==> src/rtl/pipe_wb_reg_pkg.sv <==
// Shared definitions for the write-back pipeline register: occupancy states
// and the hard-wired zero register address.
package pipe_wb_reg_pkg;

   typedef enum logic [1:0] {
      EMPTY = 2'd0,
      ONE   = 2'd1,
      TWO   = 2'd2
   } occ_e;

   localparam int unsigned ZERO_REG = 0;

endpackage

==> src/rtl/pipe_wb_reg_lane_mask.sv <==
// Per-lane write-enable mask: writes aimed at the zero register are dropped,
// while the data itself is still carried through.
module wb_lane_mask
   import pipe_wb_reg_pkg::*;
#(
   parameter int unsigned ADDR_W = 5
) (
   input  logic [ADDR_W-1:0] wd,
   input  logic              wreg,
   output logic              wreg_c
);

   assign wreg_c = wreg & (wd != ADDR_W'(ZERO_REG));

endmodule

==> src/rtl/pipe_wb_reg.sv <==
// Write-back pipeline register with valid/ready handshake and synchronous flush.
// Define PIPE_WB_SKID_EN for a two-entry (skid) build with registered in_ready.
module pipe_wb_reg
   import pipe_wb_reg_pkg::*;
#(
   parameter int unsigned LANES  = 1,
   parameter int unsigned ADDR_W = 5,
   parameter int unsigned DATA_W = 32
) (
   input  logic                      clk,
   input  logic                      rst,
   input  logic                      flush,
   input  logic                      in_valid,
   output logic                      in_ready,
   input  logic [LANES*ADDR_W-1:0]   in_wd,
   input  logic [LANES-1:0]          in_wreg,
   input  logic [LANES*DATA_W-1:0]   in_wdata,
   output logic                      out_valid,
   input  logic                      out_ready,
   output logic [LANES*ADDR_W-1:0]   wb_wd,
   output logic [LANES-1:0]          wb_wreg,
   output logic [LANES*DATA_W-1:0]   wb_wdata
);

   localparam int unsigned WD_W    = LANES * ADDR_W;
   localparam int unsigned WDATA_W = LANES * DATA_W;

   occ_e               state_q, state_d;
   logic               rdy_q, rdy_d, val_d;
   logic               push_c, pop_c;
   logic [LANES-1:0]   cap_wreg_c;
   logic [WD_W-1:0]    hd_wd_d;
   logic [LANES-1:0]   hd_wreg_d;
   logic [WDATA_W-1:0] hd_wdata_d;
`ifdef PIPE_WB_SKID_EN
   logic [WD_W-1:0]    sk_wd_q, sk_wd_d;
   logic [LANES-1:0]   sk_wreg_q, sk_wreg_d;
   logic [WDATA_W-1:0] sk_wdata_q, sk_wdata_d;
`endif

   for (genvar i = 0; i < LANES; i++) begin : g_lane
      wb_lane_mask #(.ADDR_W(ADDR_W)) u_mask (
         .wd     (in_wd[i*ADDR_W +: ADDR_W]),
         .wreg   (in_wreg[i]),
         .wreg_c (cap_wreg_c[i])
      );
   end

   // Flush outranks both handshakes.
   assign push_c = in_valid & in_ready & ~flush;
   assign pop_c  = out_valid & out_ready & ~flush;
   assign val_d  = (state_d != EMPTY);

`ifdef PIPE_WB_SKID_EN
   assign rdy_d    = (state_d != TWO);
   assign in_ready = rdy_q;
`else
   // rdy_q only marks that the first edge after reset has passed.
   assign rdy_d    = 1'b1;
   assign in_ready = rdy_q & (~out_valid | out_ready);
`endif

   // Next occupancy state and next contents of the head/skid entries.
   always_comb begin
      state_d    = state_q;
      hd_wd_d    = wb_wd;
      hd_wreg_d  = wb_wreg;
      hd_wdata_d = wb_wdata;
`ifdef PIPE_WB_SKID_EN
      sk_wd_d    = sk_wd_q;
      sk_wreg_d  = sk_wreg_q;
      sk_wdata_d = sk_wdata_q;
`endif
      if (flush) begin
         state_d    = EMPTY;
         hd_wd_d    = '0;
         hd_wreg_d  = '0;
         hd_wdata_d = '0;
      end else begin
         case (state_q)
            EMPTY: begin
               if (push_c) begin
                  state_d    = ONE;
                  hd_wd_d    = in_wd;
                  hd_wreg_d  = cap_wreg_c;
                  hd_wdata_d = in_wdata;
               end
            end
            ONE: begin
               if (push_c && pop_c) begin
                  hd_wd_d    = in_wd;
                  hd_wreg_d  = cap_wreg_c;
                  hd_wdata_d = in_wdata;
               end else if (pop_c) begin
                  state_d    = EMPTY;
                  hd_wd_d    = '0;
                  hd_wreg_d  = '0;
                  hd_wdata_d = '0;
`ifdef PIPE_WB_SKID_EN
               end else if (push_c) begin
                  state_d    = TWO;
                  sk_wd_d    = in_wd;
                  sk_wreg_d  = cap_wreg_c;
                  sk_wdata_d = in_wdata;
`endif
               end
            end
`ifdef PIPE_WB_SKID_EN
            TWO: begin
               if (pop_c) begin
                  state_d    = ONE;
                  hd_wd_d    = sk_wd_q;
                  hd_wreg_d  = sk_wreg_q;
                  hd_wdata_d = sk_wdata_q;
               end
            end
`endif
            default: state_d = EMPTY;
         endcase
      end
   end

   always_ff @(posedge clk or negedge rst) begin
      if (!rst) begin
         state_q   <= EMPTY;
         out_valid <= 1'b0;
         rdy_q     <= 1'b0;
         wb_wd     <= '0;
         wb_wreg   <= '0;
         wb_wdata  <= '0;
`ifdef PIPE_WB_SKID_EN
         sk_wd_q    <= '0;
         sk_wreg_q  <= '0;
         sk_wdata_q <= '0;
`endif
      end else begin
         state_q   <= state_d;
         out_valid <= val_d;
         rdy_q     <= rdy_d;
         wb_wd     <= hd_wd_d;
         wb_wreg   <= hd_wreg_d;
         wb_wdata  <= hd_wdata_d;
`ifdef PIPE_WB_SKID_EN
         sk_wd_q    <= sk_wd_d;
         sk_wreg_q  <= sk_wreg_d;
         sk_wdata_q <= sk_wdata_d;
`endif
      end
   end

endmodule

==> config.mk <==
export PLATFORM = sky130hd
export DESIGN_NAME = pipe_wb_reg
export DESIGN_NICKNAME = d
export VERILOG_FILES = /design/src/rtl/pipe_wb_reg_pkg.sv /design/src/rtl/pipe_wb_reg_lane_mask.sv /design/src/rtl/pipe_wb_reg.sv
export SDC_FILE = /design/constraint.sdc
export NUM_CORES = 1
export LEC_CHECK = 0
export BUFFER_PORTS_ARGS = -buffer_cell sky130_fd_sc_hd__buf_4
export CAP_MARGIN = 20
export CELL_PAD_IN_SITES_DETAIL_PLACEMENT = 0
export CELL_PAD_IN_SITES_GLOBAL_PLACEMENT = 2
export CORE_ASPECT_RATIO = 1.5
export CORE_MARGIN = 10
export CORE_UTILIZATION = 26
export CTS_CLUSTER_SIZE = 20
export DETAILED_ROUTE_END_ITERATION = 8
export PLACE_DENSITY_LB_ADDON = 0.05
export SYNTH_ARGS = -nofsm -noshare
export SYNTH_HDL_FRONTEND = slang
export SYNTH_HIERARCHICAL = 1
export SYNTH_SLANG_ARGS = --single-unit
==> constraint.sdc <==
create_clock -name clk -period 1.7 [get_ports clk]
set_input_delay 0 -clock clk [delete_from_list [all_inputs] [get_ports clk]]
set_output_delay 0 -clock clk [all_outputs]
set_load 0.01 [all_outputs]
Word-level counts from Yosys, hierarchy flattened. Cells that the tools add are included. Widths: inputs -> output; s select.

Flip-flop bits (word level): 42. Input bits: 43. Output and inout bits: 40. Word-level logic and storage cells: 44.

Eq/ne operators: 3. Muxes and demuxes: 20. Bitwise operators: 9. Reduce and logical (&&, ||, !) cells: 6.

Operators by type and width (number): $mux 32 (4); $pmux 32 s2 (1); $mux 5 (4); $pmux 5 s2 (1); $mux 2 (4); $and 1x1->1 (6); $reduce_bool 5->1 (1); $mux 1 (4); $ne 4x4->1 const B (1); $pmux 2 s2 (1); $ne 3x3->1 const B (1); $reduce_and 3->1 (1); $reduce_bool 3->1 (1); $eq 2x1->1 const B (1); $logic_not 2->1 (1); $not 1->1 (2); $pmux 1 s2 (1); $reduce_bool 2->1 (1); $logic_and 1x1->1 (1); $or 1x1->1 (1).

Longest topological paths before layout.
Depth in word-level cells: 10. Depth in mapped cells: 5. Mapped depth without buffers: 5.

Cells and area by module. Netlist, hierarchy kept.

Modules (own cells, without submodules): pipe_wb_reg (times used 1, cells each 186, area each 2093.3 sq um, seq. area each 1051.0 sq um); wb_lane_mask (times used 1, cells each 2, area each 15.0 sq um, seq. area each 0.0 sq um).

Least setup slack after synthesis. No wires, ideal clock.

Path type: register to register. Start point: register out_valid. End point: register wb_wd[4]. Setup time: 0.127 ns. Arrival time: 1.485 ns. Data required time: 1.573 ns. Setup slack: 0.088 ns. Cell stages (with the launch flop): 6. Path buffers: 2. Period minus slack after synthesis: 1.612 ns. Cell sequence: dfrtp_1 -> and4b_1 -> a211oi_2 -> buf_6 -> buf_6 -> mux2_1.

Word-level cells in the longest chain between the ends: 9. Elaborated cells between the ends (all ways): 14. Those cells by class: 2 x eq/ne; 3 x mux; 7 x bitwise; 2 x reduce/logical.

RTL lines: start: declaration (RTL line pipe_wb_reg.sv:18) `output logic out_valid,`; start signal: assignment (RTL line pipe_wb_reg.sv:138) `out_valid <= val_d;`; $not 1->1 (RTL line pipe_wb_reg.sv:60) `assign in_ready = rdy_q & (~out_valid | out_ready);`; $or 1x1->1 (RTL line pipe_wb_reg.sv:60); $and 1x1->1 (RTL line pipe_wb_reg.sv:60); $and 1x1->1 (2 in series) (RTL line pipe_wb_reg.sv:50) `assign push_c = in_valid & in_ready & ~flush;`; $logic_and 1x1->1 (RTL line pipe_wb_reg.sv:90) `if (push_c && pop_c) begin`; $mux 5 (RTL line pipe_wb_reg.sv:90); $pmux 5 s2 (RTL line pipe_wb_reg.sv:80) `case (state_q)`; $mux 5 (RTL line pipe_wb_reg.sv:74) `if (flush) begin`; end signal: assignment (RTL line pipe_wb_reg.sv:140) `wb_wd <= hd_wd_d;`; end: declaration (RTL line pipe_wb_reg.sv:20) `output logic [LANES*ADDR_W-1:0] wb_wd,`.

Several ways; a longest one is shown, not always the timed one. A chain may end at the register's enable or synchronous reset.

Final worst setup path.
Start point: register state_q[0]. End point: register wb_wd[0].

Word-level cells in the longest chain between the ends: 3. Elaborated cells between the ends (all ways): 8. Those cells by class: 3 x eq/ne; 2 x mux; 3 x reduce/logical.

RTL lines: start: declaration (RTL line pipe_wb_reg.sv:28) `occ_e state_q, state_d;`; start signal: assignment (RTL line pipe_wb_reg.sv:137) `state_q <= state_d;`; $eq 2x1->1 or $logic_not 2->1 (tied branches) (RTL line pipe_wb_reg.sv:80); $ne 4x4->1 (no line), or another cell as far along; $reduce_and 3->1 (no line) or $mux 5 (tied branches).

Several ways; a longest one is shown, not always the timed one.

==> flow_metrics.tcl <==
set metrics [dict create \
    status "complete, no violations" \
    grt_pass1_wl_um 10100 \
    setup_ws_ns 0.0766 \
    die_h_um 130 \
    final_antenna_net_count 0 \
    start_kind "flip-flop" \
    dr_total_vias 1692 \
    hold_viol_final 0 \
    post-route-util 0.390 \
    fin_cells 380 \
    multiInputGateArea_um2 981 \
    drt-initial-drc-count 57 \
    period_share 0.955 \
    grt_pass1_vias 1816 \
    io-pin-count 83 \
    synthCells 188 \
    crit_fanout 12 \
    synth_seq_cells 42 \
    synth_cell_types 22 \
    crit_path_end_kind "flip-flop" \
    power.share.sequential 0.415 \
    design_area_mm2 0.00310 \
    comb_power_share 0.192 \
    avgSynthCellArea_um2 11.2 \
    total_power_mw 2.75 \
    rsz0062_at_grt "false" \
    hold_class "in2reg" \
    leakage_nw 1.52 \
    nFillCells 810 \
    netlist_area_mm2 0.00211 \
    yosysWarnings 6 \
    place_congestion 0.745 \
    initial_core_util 0.265 \
    port_buffers 82 \
    grt-ovfl-total 0 \
    crit_type "reg2reg" \
    numCtsBuffers 5 \
    clk_latency_ns 0.28 \
    tritoncts "yes" \
    grt_max_degree 43 \
    drt-total-wl_um 6480 \
    powerDensity_mw_per_mm2 884 \
    areaGrowthSynthToFinish_pct 47.2 \
    swShare 0.239 \
    n_antenna_cell 0 \
    hpwl_um 4400 \
    antenna_found_initial 0 \
    coreArea_mm2 0.00796 \
    setup_violations 0 \
    crit_required_ns 1.87 \
    route.detailed.drc 0 \
    fin_skew_ns 0.00293 \
    cap_violations 0 \
    period_needed_ns 1.62 \
    internal_power_mw 2.09 \
    rows 40 \
    seq_area_mm2 0.00105 \
    chipWidth_um 93.5 \
    clk_pin_slew_worst_paths_ns 0.06 \
    grt_use_total 0.105 \
    first_pass_iters 4 \
    syn-num-nets 231 \
    relSlewSlack 0.621 \
    die_area_mm2 0.0122 \
    p_switching_uw 655 \
    irDropWorstVdd_mv 0.348 \
    routed_via_density 4.45 \
    cts.sinks 42 \
    timing.hold.ws_ns 0.0820 \
    reg2reg_setup_slack_ns 0.08 \
    placed_area_mm2 0.00289 \
    tightest_slew_ns 0.568 \
    drv_slew 0 \
    clkPwrFrac 0.393 \
    cts_max_level 2 \
    wire_per_inst_um 17.1 \
    fin_tns_setup_ns 0 \
    synth_seq_area_share 0.499 \
    max-clock-path-buffers 2 \
    dp_slack_ns 0.00949 \
    cp.arrival_ns 1.79 \
    fmax_mhz 616 \
    final_layout_size_suffix_gt1_frac 0.436 \
    finalNetCount 317 \
    dp.cells 369 \
    cts-root-buf "clkbuf_16" \
]
==> power by group through the flow <==
stage	clock, mW	combinational, mW	sequential [mW]
2_1_floorplan	0	0.184	1.19
3_3_place_gp	0	0.528	1.16
3_5_place_dp	0	0.529	1.16
4_1_cts	1.12	0.533	1.14
5_1_grt	1.16	0.585	1.15
6_report	1.08	0.528	1.14
==> cell usage after synthesis <==
master / count / area [µm²]
nor2b_1: 1 / 6.26
conb_1: 2 / 7.51
nand2b_1: 39 / 244
and4b_1: 1 / 10.0
nand4_1: 1 / 6.26
nor4_1: 2 / 12.5
buf_2: 4 / 20.0
clkbuf_1: 8 / 30.0
buf_6: 3 / 33.8
a21oi_1: 38 / 190
buf_4: 1 / 7.51
mux2_2: 18 / 203
or4_1: 1 / 7.51
and2_1: 1 / 6.26
nand2_1: 1 / 3.75
mux2_1: 20 / 225
a211oi_2: 1 / 12.5
and4bb_1: 1 / 12.5
dfrtp_1: 42 / 1050
a22oi_1: 1 / 7.51
o21a_1: 1 / 7.51
nor2_1: 1 / 3.75
==> worst max-delay path, cell delays in order (launching register included) <==
cell	delay, ns
dfrtp_1	0.41
and4b_1	0.22
a211oi_4	0.21
buf_6	0.16
clkbuf_16	0.17
mux2_2	0.33
==> area by class of cell <==
| class | instances | share of cell area |
|---|---|---|
| sequential | 42 | 0.339 |
| multi-input combinational | 130 | 0.316 |
| timing repair buffer | 95 | 0.251 |
| clock buffer | 7 | 0.0427 |
| tap | 105 | 0.0423 |
| clock inverter | 1 | 0.00967 |
==> worst paths after layout <==
| path | from | to | cells after the start |
|---|---|---|---|
| max | state_q[0] | wb_wd[0] | 5 |
| min | in_wdata[17] | wb_wdata[17] | 4 |
| max reg2reg | state_q[0] | wb_wd[0] | 5 |
| min reg2reg | wb_wdata[28] | wb_wdata[28] | 1 |
| max in group asynchronous | rst | state_q[0] | 2 |
| min in group asynchronous | rst | wb_wdata[2] | 2 |
==> sequential cells by signal, summed over array words and instances, names as in the netlist <==
signal,cells
state_q,2
wb_wreg,1
wb_wdata,32
wb_wd,5
rdy_q,1
out_valid,1
==> timing repair <==
| action | in CTS | in global routing |
|---|---|---|
| pin swaps | 0 | 1 |
| resized for setup | 1 | 1 |
| hold buffers | 1 | 0 |
| setup buffers | 0 | 1 |
| endpoints found under the hold margin | 42 | 0 |
| cloned | 0 | 1 |
| endpoints found under the setup margin | 10 | 37 |
==> routing by layer <==
| layer | share of wire | track usage | vias up |
|---|---|---|---|
| met5 | 0 | 0 | - |
| met4 | 0.013 | 0.0355 | 0 |
| met3 | 0.089 | 0.0454 | 7 |
| met2 | 0.48 | 0.167 | 54 |
| met1 | 0.42 | 0.124 | 816 |
| li1 | - | - | 815 |
==> cell usage in the layout (no fill, tap or decap) <==
master / instances
conb_1: 2
clkbuf_1: 2
nand2b_1: 39
nor4_1: 2
nor2b_4: 1
a22oi_1: 1
clkbuf_16: 6
mux2_1: 20
nor2_1: 1
nand4_1: 1
dlygate4sd3_1: 1
mux2_2: 18
nand2_1: 1
buf_4: 88
or4_1: 1
buf_12: 3
bufinv_16: 1
dfrtp_1: 42
and4b_1: 1
o21a_1: 1
buf_6: 2
a211oi_4: 1
and4bb_1: 1
and2_1: 1
a21oi_1: 38
==> logic make-up (layout without fill, tap and decap cells) <==
logic type	after synthesis	count (layout)	synth area share
buf+inv	16	103	0.0433
flops	42	42	0.499
mux	38	38	0.203
compound gates	41	41	0.103
simple gates	49	49	0.148
other cells	2	2	0.00356
No activity file was read; power rests on OpenSTA's default activity.
